`config.mk`:
```
export PLATFORM = sky130hd
export DESIGN_NAME = mem_stage_dcache
export DESIGN_NICKNAME = d
export VERILOG_FILES = /design/src/rtl/mem_stage_dcache_pkg.sv /design/src/rtl/dcache_array.sv /design/src/rtl/mem_stage_dcache.sv
export SDC_FILE = /design/constraint.sdc
export NUM_CORES = 1
export LEC_CHECK = 0
export BUFFER_PORTS_ARGS = -buffer_cell sky130_fd_sc_hd__buf_4
export CORE_AREA = 3 3 196 121
export CTS_CLUSTER_DIAMETER = 50
export CTS_CLUSTER_SIZE = 25
export DETAILED_ROUTE_END_ITERATION = 12
export DIE_AREA = 0 0 199 124
export PLACE_DENSITY = 0.76
export SYNTH_ARGS = -nofsm -noshare
export SYNTH_HDL_FRONTEND = slang
export SYNTH_SLANG_ARGS = --single-unit
```
`constraint.sdc`:
```
create_clock -name clk -period 4.4 [get_ports clk]
set_input_delay 1.32 -clock clk [delete_from_list [all_inputs] [get_ports clk]]
set_output_delay 1.32 -clock clk [all_outputs]
set_load 0.1 [all_outputs]
```
`src/rtl/mem_stage_dcache_pkg.sv`:
```
// Shared types and sizing for the MEM-stage direct-mapped data cache.
package mem_stage_dcache_pkg;

    localparam int unsigned DCACHE_DATA_W     = 16;
    localparam int unsigned DCACHE_INDEX_BITS = 3;

    typedef enum logic [1:0] {
        ST_IDLE  = 2'd0,
        ST_FILL  = 2'd1,
        ST_WRITE = 2'd2
    } state_t;

    // Tag is whatever address bits remain above the line index.
    function automatic int unsigned tag_width(input int unsigned data_w,
                                              input int unsigned index_bits);
        return data_w - index_bits;
    endfunction

endpackage

```
`src/rtl/dcache_array.sv`:
```
// Valid/tag/data storage for the direct-mapped cache: one combinational
// lookup port and one synchronous write port (line fill or word update).
module dcache_array
    import mem_stage_dcache_pkg::*;
#(
    parameter int unsigned INDEX_BITS = DCACHE_INDEX_BITS,
    parameter int unsigned DATA_W     = DCACHE_DATA_W,
    localparam int unsigned TAG_W     = tag_width(DATA_W, INDEX_BITS)
) (
    input  logic                  clk,
    input  logic                  rst,
    input  logic [INDEX_BITS-1:0] rd_index,
    input  logic [TAG_W-1:0]      rd_tag,
    output logic                  lookup_hit_c,
    output logic [DATA_W-1:0]     rd_data_c,
    input  logic                  wr_en,
    input  logic                  wr_fill,
    input  logic [INDEX_BITS-1:0] wr_index,
    input  logic [TAG_W-1:0]      wr_tag,
    input  logic [DATA_W-1:0]     wr_data
);

    localparam int unsigned LINES = 2 ** INDEX_BITS;

    logic [LINES-1:0]  valid;
    logic [TAG_W-1:0]  tag_mem  [LINES];
    logic [DATA_W-1:0] data_mem [LINES];
    logic              wr_match_c;

    // Lookup for the live request, and tag match for the pending word update
    always_comb begin
        lookup_hit_c = valid[rd_index] && (tag_mem[rd_index] == rd_tag);
        rd_data_c    = data_mem[rd_index];
        wr_match_c   = valid[wr_index] && (tag_mem[wr_index] == wr_tag);
    end

    // Valid bits: cleared on reset, set by a line fill
    always_ff @(posedge clk) begin
        if (rst) begin
            valid <= '0;
        end else if (wr_en && wr_fill) begin
            valid[wr_index] <= 1'b1;
        end
    end

    // Tag/data storage; a word update only lands on a line already holding that tag
    always_ff @(posedge clk) begin
        if (wr_en && wr_fill) begin
            tag_mem[wr_index]  <= wr_tag;
            data_mem[wr_index] <= wr_data;
        end else if (wr_en && wr_match_c) begin
            data_mem[wr_index] <= wr_data;
        end
    end

endmodule

```
`src/rtl/mem_stage_dcache.sv`:
```
// MEM-stage data cache: direct-mapped, write-through, no-write-allocate.
// hit doubles as the pipeline advance enable; misses and writes stall.
module mem_stage_dcache
    import mem_stage_dcache_pkg::*;
#(
    parameter int unsigned INDEX_BITS = DCACHE_INDEX_BITS,
    parameter int unsigned DATA_W     = DCACHE_DATA_W,
    localparam int unsigned TAG_W     = tag_width(DATA_W, INDEX_BITS)
) (
    input  logic              clk,
    input  logic              rst,
    input  logic              mem_read,
    input  logic              mem_write,
    input  logic [DATA_W-1:0] addr,
    input  logic [DATA_W-1:0] wdata,
    output logic [DATA_W-1:0] rdata,
    output logic              hit,
    output logic              mm_req,
    output logic              mm_we,
    output logic [DATA_W-1:0] mm_addr,
    output logic [DATA_W-1:0] mm_wdata,
    input  logic [DATA_W-1:0] mm_rdata,
    input  logic              mm_ack
);

    state_t                state;
    state_t                state_d;
    logic                  mm_req_d;
    logic                  mm_we_d;
    logic [DATA_W-1:0]     mm_addr_d;
    logic [DATA_W-1:0]     mm_wdata_d;

    logic [INDEX_BITS-1:0] req_index;
    logic [TAG_W-1:0]      req_tag;
    logic [INDEX_BITS-1:0] lat_index;
    logic [TAG_W-1:0]      lat_tag;
    logic                  lookup_hit_c;
    logic [DATA_W-1:0]     line_data_c;
    logic                  arr_we_c;
    logic                  arr_fill_c;
    logic [DATA_W-1:0]     arr_data_c;

    // Live request decode, and the request latched into the memory-bus registers
    assign req_index = addr[INDEX_BITS-1:0];
    assign req_tag   = addr[DATA_W-1:INDEX_BITS];
    assign lat_index = mm_addr[INDEX_BITS-1:0];
    assign lat_tag   = mm_addr[DATA_W-1:INDEX_BITS];

    dcache_array #(
        .INDEX_BITS (INDEX_BITS),
        .DATA_W     (DATA_W)
    ) u_array (
        .clk          (clk),
        .rst          (rst),
        .rd_index     (req_index),
        .rd_tag       (req_tag),
        .lookup_hit_c (lookup_hit_c),
        .rd_data_c    (line_data_c),
        .wr_en        (arr_we_c),
        .wr_fill      (arr_fill_c),
        .wr_index     (lat_index),
        .wr_tag       (lat_tag),
        .wr_data      (arr_data_c)
    );

    // State register plus registered memory-bus request
    always_ff @(posedge clk) begin
        if (rst) begin
            state    <= ST_IDLE;
            mm_req   <= 1'b0;
            mm_we    <= 1'b0;
            mm_addr  <= '0;
            mm_wdata <= '0;
        end else begin
            state    <= state_d;
            mm_req   <= mm_req_d;
            mm_we    <= mm_we_d;
            mm_addr  <= mm_addr_d;
            mm_wdata <= mm_wdata_d;
        end
    end

    // Next state; the request is sampled only in IDLE and latched on the way out
    always_comb begin
        state_d    = state;
        mm_req_d   = mm_req;
        mm_we_d    = mm_we;
        mm_addr_d  = mm_addr;
        mm_wdata_d = mm_wdata;
        case (state)
            ST_IDLE: begin
                if (mem_write) begin
                    state_d    = ST_WRITE;
                    mm_req_d   = 1'b1;
                    mm_we_d    = 1'b1;
                    mm_addr_d  = addr;
                    mm_wdata_d = wdata;
                end else if (mem_read && !lookup_hit_c) begin
                    state_d   = ST_FILL;
                    mm_req_d  = 1'b1;
                    mm_we_d   = 1'b0;
                    mm_addr_d = addr;
                end
            end
            ST_FILL, ST_WRITE: begin
                if (mm_ack) begin
                    state_d  = ST_IDLE;
                    mm_req_d = 1'b0;
                end
            end
            default: begin
                state_d  = ST_IDLE;
                mm_req_d = 1'b0;
            end
        endcase
    end

    // Advance enable, load data and array write controls
    always_comb begin
        hit        = 1'b0;
        rdata      = line_data_c;
        arr_we_c   = 1'b0;
        arr_fill_c = 1'b0;
        arr_data_c = mm_wdata;
        case (state)
            ST_IDLE: begin
                hit = !mem_write && !(mem_read && !lookup_hit_c);
            end
            ST_FILL: begin
                arr_we_c   = mm_ack && !rst;
                arr_fill_c = 1'b1;
                arr_data_c = mm_rdata;
            end
            ST_WRITE: begin
                hit      = mm_ack;
                arr_we_c = mm_ack && !rst;
            end
            default: begin
                hit = 1'b0;
            end
        endcase
    end

endmodule
```
==> results.yml, run 1 <==
setup_path:
  cpMostUsedCell: "buf_12"
  critical_path_class: "input port to primary output"
  cp-end-kind: "primary output"
  cpLargestDelayFamily: "multiplexers"
  critPathRequiredTime_ns: 3.08
  reg2reg_slack_ns: 0.68
  startpoint_type: "input port"
  worstPathArrival_ns: 3.50
  crit_chain: "buf_16 -> buf_12 -> mux4_2 -> mux2i_2 -> xor2_1 -> nand4_1 -> o41a_1 -> o21ai_4 -> buf_12"
  max_stage_delay_ns: 0.51
  worst-path-buf-inv: 3
  slowest_stage: "mux4_2"
  critical_path_peak_fanout: 7
die:
  rows: 42
  num_io_pins: 104
  dieArea_um2: 24700
  core_um2: 22000
  die_w_um: 199
  start_util: 0.539
  fp.dieH_um: 124
synthesis:
  synth_ff_type: "edfxtp_1"
  syn_avg_cell_area_um2: 17.0
  ys_ff_latch: 279
  yosys.area.top_type: "edfxtp_1"
  ys_top_cells_by_area: "edfxtp_1 59%, mux4_2 14%, dfxtp_1 7.9%"
  syn-num-nets: 753
  synthCells: 697
  synth_edf_count: 232
  synth.distinct_cells: 40
  synthArstFlopShare: 0
  netlist.area_leader.share: 0.587
  ys_warn_count: 0
  seq_area_frac_synth: 0.666
  synth_area_um2: 11900
timing:
  relSlewSlack: 0.348
  postLayoutSetupSlackWorst_ns: -0.417
  finalHoldViolCount: 0
  tns_ns: -1.48
  period_share: 1.09
  worstMarginPinSlew_ns: 0.978
  skew_ns: 0.0287
  rsz0062_at_grt: "yes"
  max_freq_ghz: 0.208
  slew_violations: 0
  finalSetupViolCount: 10
  fin_crit_ns: 4.82
  fin_hold_ws_ns: 0.472
cells_and_area:
  antenna-diode-count: 0
  area_growth_pct: 21.4
  drive_gt1_frac: 0.390
  layout.nets: 901
  layout_common_cells: "232 x edfxtp_1, 137 x buf_4, 79 x nand2_1"
  fill_cells: 1434
  final_common_cell: "edfxtp_1"
routing:
  drt_iter0_drc: 801
  drt-pass1-iter-count: 5
  viasPerCell: 6.17
  wl_um: 28800
  detail-route-antenna-nets: 0
  vias: 7053
  wl_per_cell_um: 25.2
  drt_drc_violations_left: 0
clock_tree:
  tritoncts: "built"
  htree_levels: 1
  cts_root_buffer: "clkbuf_16"
  path_clk_slew_ns: 0.08
  cts-buffers-inserted: 19
  postCtsHoldBufs: 0
  cts.sinks: 279
  worst_skew_pair.late_latency_ns: 0.52
  cts.path.max_buffers: 3
power:
  p_leak_uw: 0.00517
  p_per_area_nw_per_um2: 421
  ir_worst_vdd_mv: 0.385
  finalPower_uw: 6070
global_routing:
  grt_pass1_wl_um: 41800
  grt_pass1_vias: 6988
  grt_overflow: 0
  grt_max_degree: 36
  gr-usage-all-layers: 0.227
  antenna_found_initial: 0
placed_design:
  gp_congestion: 0.835
  pre_cts_ws_ns: -0.641
  dp_hpwl_um: 18300
  port_buffers: 103
run_status:
  violations: "setup timing"
  outcome: "complete, but fails checks"
hold_path:
  min_path_type: "register to register"
run:
  drv_cap: 0
[worst reg2reg max path, stage by stage (launching register included)]
cell	delay, ns
dfxtp_1	0.89
buf_4	0.33
mux4_2	0.32
mux2i_1	0.18
xor2_1	0.29
nand4_1	0.17
or4_1	0.51
nand2_1	0.11
nand2_1	0.13
nor2_1	0.15
buf_4	0.31
[worst paths after layout]
check | cells after the start | endpoint | from
setup / recovery | 9 | hit | addr[0]
hold / removal | 2 | mm_wdata[11] | mm_wdata[11]
setup reg to reg | 10 | u_array.data_mem[5][4] | register
hold reg to reg | 2 | mm_wdata[11] | mm_wdata[11]
[area by class of cell]
class                   instances  area (um^2)  share of cell area
clock buffers                  21          483              0.0335
repair buffers                166         1620               0.112
multi-input cells             375         3890               0.270
inverters                       4         15.0             0.00104
clock inverters                12          145              0.0101
well taps                     286          358              0.0248
flip-flops and latches        279         7910               0.548
[sequential cells by signal, indices dropped and copies added, names as in the netlist, named ones only]
register / flops
mm_wdata: 16
u_array.data_mem: 128
mm_addr: 16
mm_req: 1
u_array.valid: 8
state: 2
u_array.tag_mem: 104
mm_we: 1
[repair_timing]
item	CTS	global route
pin swaps	3	1
hold endpoints to repair	0	0
resized for setup	33	25
setup endpoints to repair	10	10
gates cloned	3	3
setup buffers	0	8
[stage by stage]
step | area [um^2] | utilization | instances
final | 14400 | 0.655 | 1143
after global routing | 14400 | 0.655 | 1143
after CTS | 14200 | 0.644 | 1132
after detailed placement | 13300 | 0.605 | 1096
after global placement | 13300 | 0.605 | 1096
after floorplan | 12000 | - | 697
[power by group]
group | switching [uW] | total (uW) | internal, uW
Combinational | 740 | 1150 | 412
Sequential | 105 | 3070 | 2970
Clock | 980 | 1840 | 862
[routing by layer]
metal,up-vias,track usage,share of wire
li1,3023,-,-
met1,3604,0.346,0.42
met2,367,0.347,0.46
met3,59,0.0365,0.092
met4,0,0.0618,0.026
met5,-,0,0
[synth_stat cells (7+ instances only)]
cell      instances
edfxtp_1        232
nand2_1          79
mux4_2           72
mux2i_1          49
mux2_2           48
dfxtp_1          47
nor2_1           30
clkbuf_1         20
xor2_1           19
a21oi_1          17
buf_1             9
xnor2_1           7
[kinds of logic (layout without fill, tap and decap cells)]
group | Yosys count | after routing | synth area share
compound gates | 44 | 44 | 0.0241
fa+ha+maj | 3 | 3 | 0.00316
buf+inv | 43 | 203 | 0.0178
simple gates | 133 | 133 | 0.0467
mux | 169 | 169 | 0.223
xor+xnor | 26 | 26 | 0.0192
flops | 279 | 279 | 0.666
Note: power is estimated with default switching activity, not from simulation.
==> run 2: changes to the inputs <==
ABC_AREA = 1   (was not set)
CORE_AREA = 3 3 203 126   (was 3 3 196 121)
DIE_AREA = 0 0 206 129   (was 0 0 199 124)
PLACE_DENSITY = 0.75   (was 0.76)
==> run 2 against run 1 <==
Net effect:
- the flow now finishes without violations
- global-route usage grew 3.1 points
- synthesized area grew 7.3%
- combinational power up 13%
- synthesized cell count up 92%
- maximum frequency grew 10%
- die area rose by 7.7%
- total power up 8.1%
- clock-buffer cell count grew 5
- utilization decreased by 0.93 points
- final cell count up 56%
- setup slack better by 0.44 ns
- critical path depth up 7
- critical path type unchanged
==> results.yml, run 2 <==
timing:
  period_share: 0.994
  skew_ns: 0.0320
  postLayoutSetupSlackWorst_ns: 0.0253
  worstMarginPinSlew_ns: 0.850
  rsz0062_at_grt: "yes"
  slew_violations: 0
  finalSetupViolCount: 0
  finalHoldViolCount: 0
  tns_ns: 0
  relSlewSlack: 0.433
  fin_crit_ns: 4.37
  max_freq_ghz: 0.229
setup_path:
  critical_path_peak_fanout: 36
  r2r_cells: 12
  rr_endpoint: "u_array.data_mem[2][4]"
  reg2reg_slack_ns: 0.79
  critical_path_class: "input port to primary output"
  worstPathArrival_ns: 3.05
  critPathLaunch: "addr[1]"
  crit_end: "hit"
  startpoint_type: "input port"
  cp-end-kind: "primary output"
  critPathRequiredTime_ns: 3.08
cells_and_area:
  layout.nets: 1504
  largest-register: "u_array.data_mem"
  largest_register_ffs: 128
  antenna-diode-count: 0
  final_common_cell: "edfxtp_1"
  top_regs: "u_array.data_mem (128), u_array.tag_mem (104)"
  post-route-util: 0.646
  regArea_um2: 7910
  area_growth_pct: 21.0
  multiInputGateArea_um2: 4350
  drive_gt1_frac: 0.192
  layout_common_cells: "232 x edfxtp_1, 220 x nand2_1, 206 x nor2_1"
  instances_no_fill: 1786
  fill_cells: 1901
power:
  ir_worst_vdd_mv: 0.250
  p_per_area_nw_per_um2: 425
  p_leak_uw: 0.00603
  finalPower_uw: 6560
placed_design:
  port_buffers: 103
  gp_congestion: 0.898
  pre_cts_ws_ns: -0.104
  dp_hpwl_um: 22300
  place_inst: 1739
clock_tree:
  cts-buffers-inserted: 22
  cts_root_buffer: "clkbuf_16"
  path_clk_slew_ns: 0.09
  postCtsHoldBufs: 0
  cts.path.max_buffers: 3
  tritoncts: "built"
  worst_skew_pair.late_latency_ns: 0.54
  cts.sinks: 279
  htree_levels: 1
synthesis:
  ys_top_cells_by_area: "edfxtp_1 55%, dfxtp_1 7.4%, nand2_1 6.8%"
  ys_ff_latch: 279
  yosys.area.top_type: "edfxtp_1"
  synthCells: 1339
  seq_area_frac_synth: 0.620
  synth.distinct_cells: 36
  synthArstFlopShare: 0
  ys_warn_count: 0
  syn_avg_cell_area_um2: 9.52
  synth_area_um2: 12700
  yosysMostFrequentCell: "edfxtp_1"
  synthTopCellsByCount: "232 x edfxtp_1, 231 x nand2_1, 210 x nor2_1, 142 x o21ai_0, 115 x inv_1"
  synth_ff_type: "edfxtp_1"
  netlist.area_leader.share: 0.546
  synth_edf_count: 232
  syn-num-nets: 1395
die:
  rows: 44
  dieArea_um2: 26600
  num_io_pins: 104
  start_util: 0.534
  fp.dieH_um: 129
  die_w_um: 206
  core_um2: 23900
routing:
  drt_iter0_drc: 1324
  viasPerCell: 5.69
  wl_per_cell_um: 19.7
  drt-pass1-iter-count: 6
  drt_drc_violations_left: 0
  vias: 10200
  detail-route-antenna-nets: 0
  wl_um: 35300
global_routing:
  grt_overflow: 0
  grt_pass1_vias: 9120
  grt_pass1_wl_um: 52900
  antenna_found_initial: 0
  grt_max_degree: 65
  gr-usage-all-layers: 0.259
run_status:
  outcome: "complete, no violations"
hold_path:
  holdPathStages: 2
  min_path_type: "register to register"
run:
  drv_cap: 0
[run 2: cell count changes after synthesis, moves of 49 or more]
| cell | previous run | this run |
|---|---|---|
| mux2i_1 | 49 | 0 |
| nand2_1 | 79 | 231 |
| mux4_2 | 72 | 0 |
| o21ai_0 | 4 | 142 |
| a21oi_1 | 17 | 71 |
| inv_1 | 3 | 115 |
| nand3_1 | 1 | 107 |
| nor2_1 | 30 | 210 |
[run 2: area by class of cell]
| class | count | share of cell area |
|---|---|---|
| Sequential cell | 279 | 0.513 |
| Multi-Input combinational cell | 861 | 0.282 |
| Timing Repair Buffer | 164 | 0.0960 |
| Clock buffer | 26 | 0.0387 |
| Inverter | 120 | 0.0298 |
| Tap cell | 322 | 0.0261 |
| Clock inverter | 14 | 0.0148 |
[run 2: worst max-delay path, stage by stage]
cell     delay, ns
buf_4         0.14
buf_12        0.16
nor2_1        0.12
nand2_1       0.08
nand3_1       0.12
nand2_1       0.06
nand2_1       0.07
nand2_1       0.06
nor2_1        0.09
nand2_1       0.08
nor2_2        0.16
nand2_2       0.14
nand2_2       0.10
nand2_2       0.06
nand2_2       0.09
buf_12        0.18
[run 2: timing repair]
action / in CTS / in global routing
pin swaps: 0 / 18
setup buffers: 0 / 2
hold endpoints to repair: 0 / 0
gates resized for setup: 4 / 39
cloned: 0 / 5
setup endpoints to repair: 1 / 1
[run 2: logic make-up (layout without fill, tap and decap cells)]
group	count (synthesis)	count (layout)	synth area share
and+or+nand+nor	581	581	0.190
DFF	279	279	0.620
AOI/OAI and AO/OA	272	272	0.117
buffers and inverters	199	324	0.0663
xor gates and xnor gates	5	5	0.00344
adders and majority gates	3	3	0.00294
[run 2: worst min path at each step]
stage | startpoint | to | slack [ns]
CTS | mm_req | mm_req | 0.47
global placement | u_array.valid[0] | u_array.valid[0] | 0.45
global route | mm_req | mm_req | 0.49
finish | mm_req | mm_req | 0.47
floorplan | u_array.valid[0] | u_array.valid[0] | 0.44
detailed placement | mm_we | mm_we | 0.46
[run 2: where the power goes]
group          total [uW]  switching [uW]  internal (uW)
clock                2200            1120           1080
combinational        1300             958            338
sequential           3060            80.0           2980
total                6560            2160           4400
[run 2: stage by stage]
| step | instance area (um^2) | hold slack (ns) |
|---|---|---|
| after CTS | 15200 | 0.472 |
| after global placement | 14300 | 0.453 |
| after global routing | 15400 | 0.492 |
| after floorplan | 13000 | 0.440 |
| final | 15400 | 0.471 |
| after detailed placement | 14300 | 0.456 |
[run 2: per-layer routing]
metal	track usage	routed length, um
met3	0.0561	4480
met1	0.425	15900
met4	0.0574	614
met5	0	0
met2	0.348	14300
==> run 3: changes to the inputs <==
--- a/config.mk
+++ b/config.mk
@@ -8,11 +8,12 @@
 export ABC_AREA = 1
 export BUFFER_PORTS_ARGS = -buffer_cell sky130_fd_sc_hd__buf_4
-export CORE_AREA = 3 3 203 126
+export CORE_AREA = 3 3 202 125
 export CTS_CLUSTER_DIAMETER = 50
 export CTS_CLUSTER_SIZE = 25
 export DETAILED_ROUTE_END_ITERATION = 12
-export DIE_AREA = 0 0 206 129
+export DIE_AREA = 0 0 205 128
 export PLACE_DENSITY = 0.75
 export SYNTH_ARGS = -nofsm -noshare
 export SYNTH_HDL_FRONTEND = slang
+export SYNTH_HIERARCHICAL = 1
 export SYNTH_SLANG_ARGS = --single-unit
==> constraint.sdc (replaced) <==
create_clock -name clk -period 4.4 [get_ports clk]
set_input_delay 0.88 -clock clk [delete_from_list [all_inputs] [get_ports clk]]
set_output_delay 0.88 -clock clk [all_outputs]
set_load 0.1 [all_outputs]
==> run 3 against run 2 <==
Net effect:
- via count is 3.8% lower
- clock power shrank 15%
- global-route usage shrank 1.1 points
- synthesized cell count fell by 1.0%
- utilization shrank 2.7 points
- sequential cell count decreased by 3
- critical path type unchanged
- non-clock buffer count decreased by 23
- total power shrank 4.9%
- synthesized area shrank 0.78%
- routed wire length shrank 6.7%
- largest power group unchanged
- design area decreased by 6.7%
- combinational power barely moved
==> results.yml, run 3 <==
run_status:
  outcome: "complete, no violations"
synthesis:
  syn-num-nets: 1381
  synth.distinct_cells: 36
  synthCells: 1325
  yosysMostFrequentCell: "nand2_1"
  netlist.area_leader.share: 0.551
  synth_area_um2: 12600
  syn_avg_cell_area_um2: 9.55
  ys_ff_latch: 276
  synthArstFlopShare: 0
  ys_warn_count: 6
  synth_edf_count: 232
  synth_ff_type: "edfxtp_1"
  ys_top_cells_by_area: "edfxtp_1 55%, nand2_1 7.5%, dfxtp_1 7.0%"
  synthTopCellsByCount: "252 x nand2_1, 232 x edfxtp_1, 203 x nor2_1, 134 x o21ai_0, 126 x inv_1"
  yosys.area.top_type: "edfxtp_1"
  seq_area_frac_synth: 0.620
hold_path:
  worstHoldEndpoint: "mm_wdata[8]"
  holdPathStages: 2
  min_path_type: "register to register"
  hold_start: "mm_wdata[8]"
cells_and_area:
  layout.nets: 1470
  top_regs: "u_array/data_mem (128), u_array/tag_mem (104)"
  fill_cells: 1929
  stdcell_area_um2: 14400
  largest_register_ffs: 128
  layout_common_cells: "252 x nand2_1, 232 x edfxtp_1, 203 x nor2_1"
  final_common_cell: "nand2_1"
  largest-register: "u_array/data_mem"
  instances_no_fill: 1743
  area_growth_pct: 13.8
  drive_gt1_frac: 0.147
clock_tree:
  cts.sinks: 276
  htree_levels: 1
  tritoncts: "built"
  cts.path.max_buffers: 3
  cts_root_buffer: "clkbuf_16"
  postCtsHoldBufs: 0
  path_clk_slew_ns: 0.09
  cts-buffers-inserted: 19
  worst_skew_pair.late_latency_ns: 0.52
  post_cts_buffers: 0
  cts_resized: 0
power:
  ir_worst_vdd_mv: 0.281
  p_leak_uw: 0.00571
  p_per_area_nw_per_um2: 433
placed_design:
  place_inst: 1708
  port_buffers: 103
  dp_hpwl_um: 21500
  placed_area_um2: 13700
  gp_congestion: 0.902
routing:
  drt_iter0_drc: 1243
  wl_per_cell_um: 18.9
  drt_drc_violations_left: 0
  wl_um: 32900
  wl_met2_um: 13900
  dr_wl_met3_um: 3670
  detail-route-antenna-nets: 0
  drt-pass1-iter-count: 5
  viasPerCell: 5.61
  top_layer_used: "met4"
  wl_met1_um: 14800
  vias: 9779
timing:
  slew_violations: 0
  finalHoldViolCount: 0
  max_freq_ghz: 0.244
  relSlewSlack: 0.0759
  skew_ns: 0.0255
  period_share: 0.932
  tns_ns: 0
  worstMarginPinSlew_ns: 1.37
  rsz0062_at_grt: "no"
  finalSetupViolCount: 0
  fin_hold_ws_ns: 0.468
  fin_crit_ns: 4.10
global_routing:
  grt_pass1_wl_um: 50300
  antenna_found_initial: 2
  grt_pass1_vias: 8970
  gr-usage-all-layers: 0.248
  grt_overflow: 0
  grt_max_degree: 76
setup_path:
  slowest_stage: "buf_4"
  rr_startpoint: "mm_addr[1]"
  crit_chain: "buf_4 -> buf_4 -> a21oi_1 -> o21ai_0 -> nand2_1 -> nand2_1 -> nand2_1 -> xnor2_1 -> nand2_1 -> nor2_1 -> nand2_1 -> nor2_1 -> inv_1 -> nand2_1 -> nand2_1 -> nand2_1 -> buf_4"
  reg2reg_slack_ns: 1.19
  cpLargestDelayFamily: "buffers and inverters"
  critPathRequiredTime_ns: 3.52
  worst-path-buf-inv: 4
  r2r_cells: 12
  startpoint_type: "input port"
  critical_path_peak_fanout: 35
  cpMostUsedCell: "nand2_1"
  worstPathArrival_ns: 3.22
  max_stage_delay_ns: 0.37
  rr_endpoint: "u_array/data_mem[3][7]"
  cp-end-kind: "primary output"
  critical_path_class: "input port to primary output"
  critPathLaunch: "addr[0]"
die:
  die_w_um: 205
  core_um2: 23200
  start_util: 0.544
  dieArea_um2: 26200
  rows: 43
  fp.dieH_um: 128
  num_io_pins: 104
run:
  drv_cap: 0
-- run 3: changes by cell type after synthesis, moves of 8 or more --
cell,previous run,this run
inv_1,115,126
a21oi_1,71,50
o21ai_0,142,134
nand2_2,11,3
o21ai_1,1,25
nand2_1,231,252
nor2_2,0,13
nand3_1,107,63
o211ai_1,5,26
-- run 3: how the worst max path moves through the flow --
stage / depth (start not counted) / endpoint
floorplan: 8 / rdata[13]
global placement: 17 / hit
detailed placement: 17 / hit
CTS: 17 / hit
global route: 17 / hit
finish: 17 / hit
-- run 3: worst reg2reg max path: stages (launching register included) --
cell and delay [ns]:
dfxtp_1 0.43, nor2_2 0.85, nand3_1 0.18, nand2_1 0.13, nor2_1 0.05, nand2_1 0.05
nand2_1 0.06, nor2_1 0.21, nand2_1 0.11, nor2_2 0.19, nand2_4 0.15, a21oi_2 0.15
buf_4 0.31
-- run 3: through the flow --
step | setup WS [ns] | total power [uW] | utilization
floorplan | 0.000475 | 4060 | -
global placement | 0.416 | 4390 | 0.591
detailed placement | 0.391 | 4410 | 0.591
CTS | 0.376 | 6240 | 0.619
global route | 0.134 | 6470 | 0.619
finish | 0.298 | 6230 | 0.619
-- run 3: power by group --
group / total, uW / internal (uW) / switching [uW]
clock: 1870 / 872 / 996
sequential: 3050 / 2970 / 83.8
combinational: 1310 / 303 / 1010
-- run 3: area by class of cell --
cell class              count  area (um^2)  share of cell area
inverters                 132          498              0.0346
clock buffers              21          483              0.0336
repair buffers            141         1070              0.0744
multi-input cells         844         3930               0.273
flip-flops and latches    276         7850               0.545
clock inverters            13          164              0.0114
well taps                 315          394              0.0274
diodes                      1         2.50            0.000174
-- run 3: per-layer routing --
| layer | track usage | up-vias |
|---|---|---|
| met2 | 0.354 | 505 |
| met4 | 0.0490 | 0 |
| met1 | 0.397 | 4578 |
| met5 | 0 | - |
| met3 | 0.0449 | 47 |
| li1 | - | 4649 |
-- run 3: cell families after synthesis --
| group | count (synthesis) | synth area share |
|---|---|---|
| buffers and inverters | 205 | 0.0689 |
| and+or+nand+nor | 548 | 0.176 |
| DFF | 276 | 0.620 |
| xor gates and xnor gates | 6 | 0.00415 |
| AOI/OAI and AO/OA | 287 | 0.127 |
| adders and majority gates | 3 | 0.00297 |
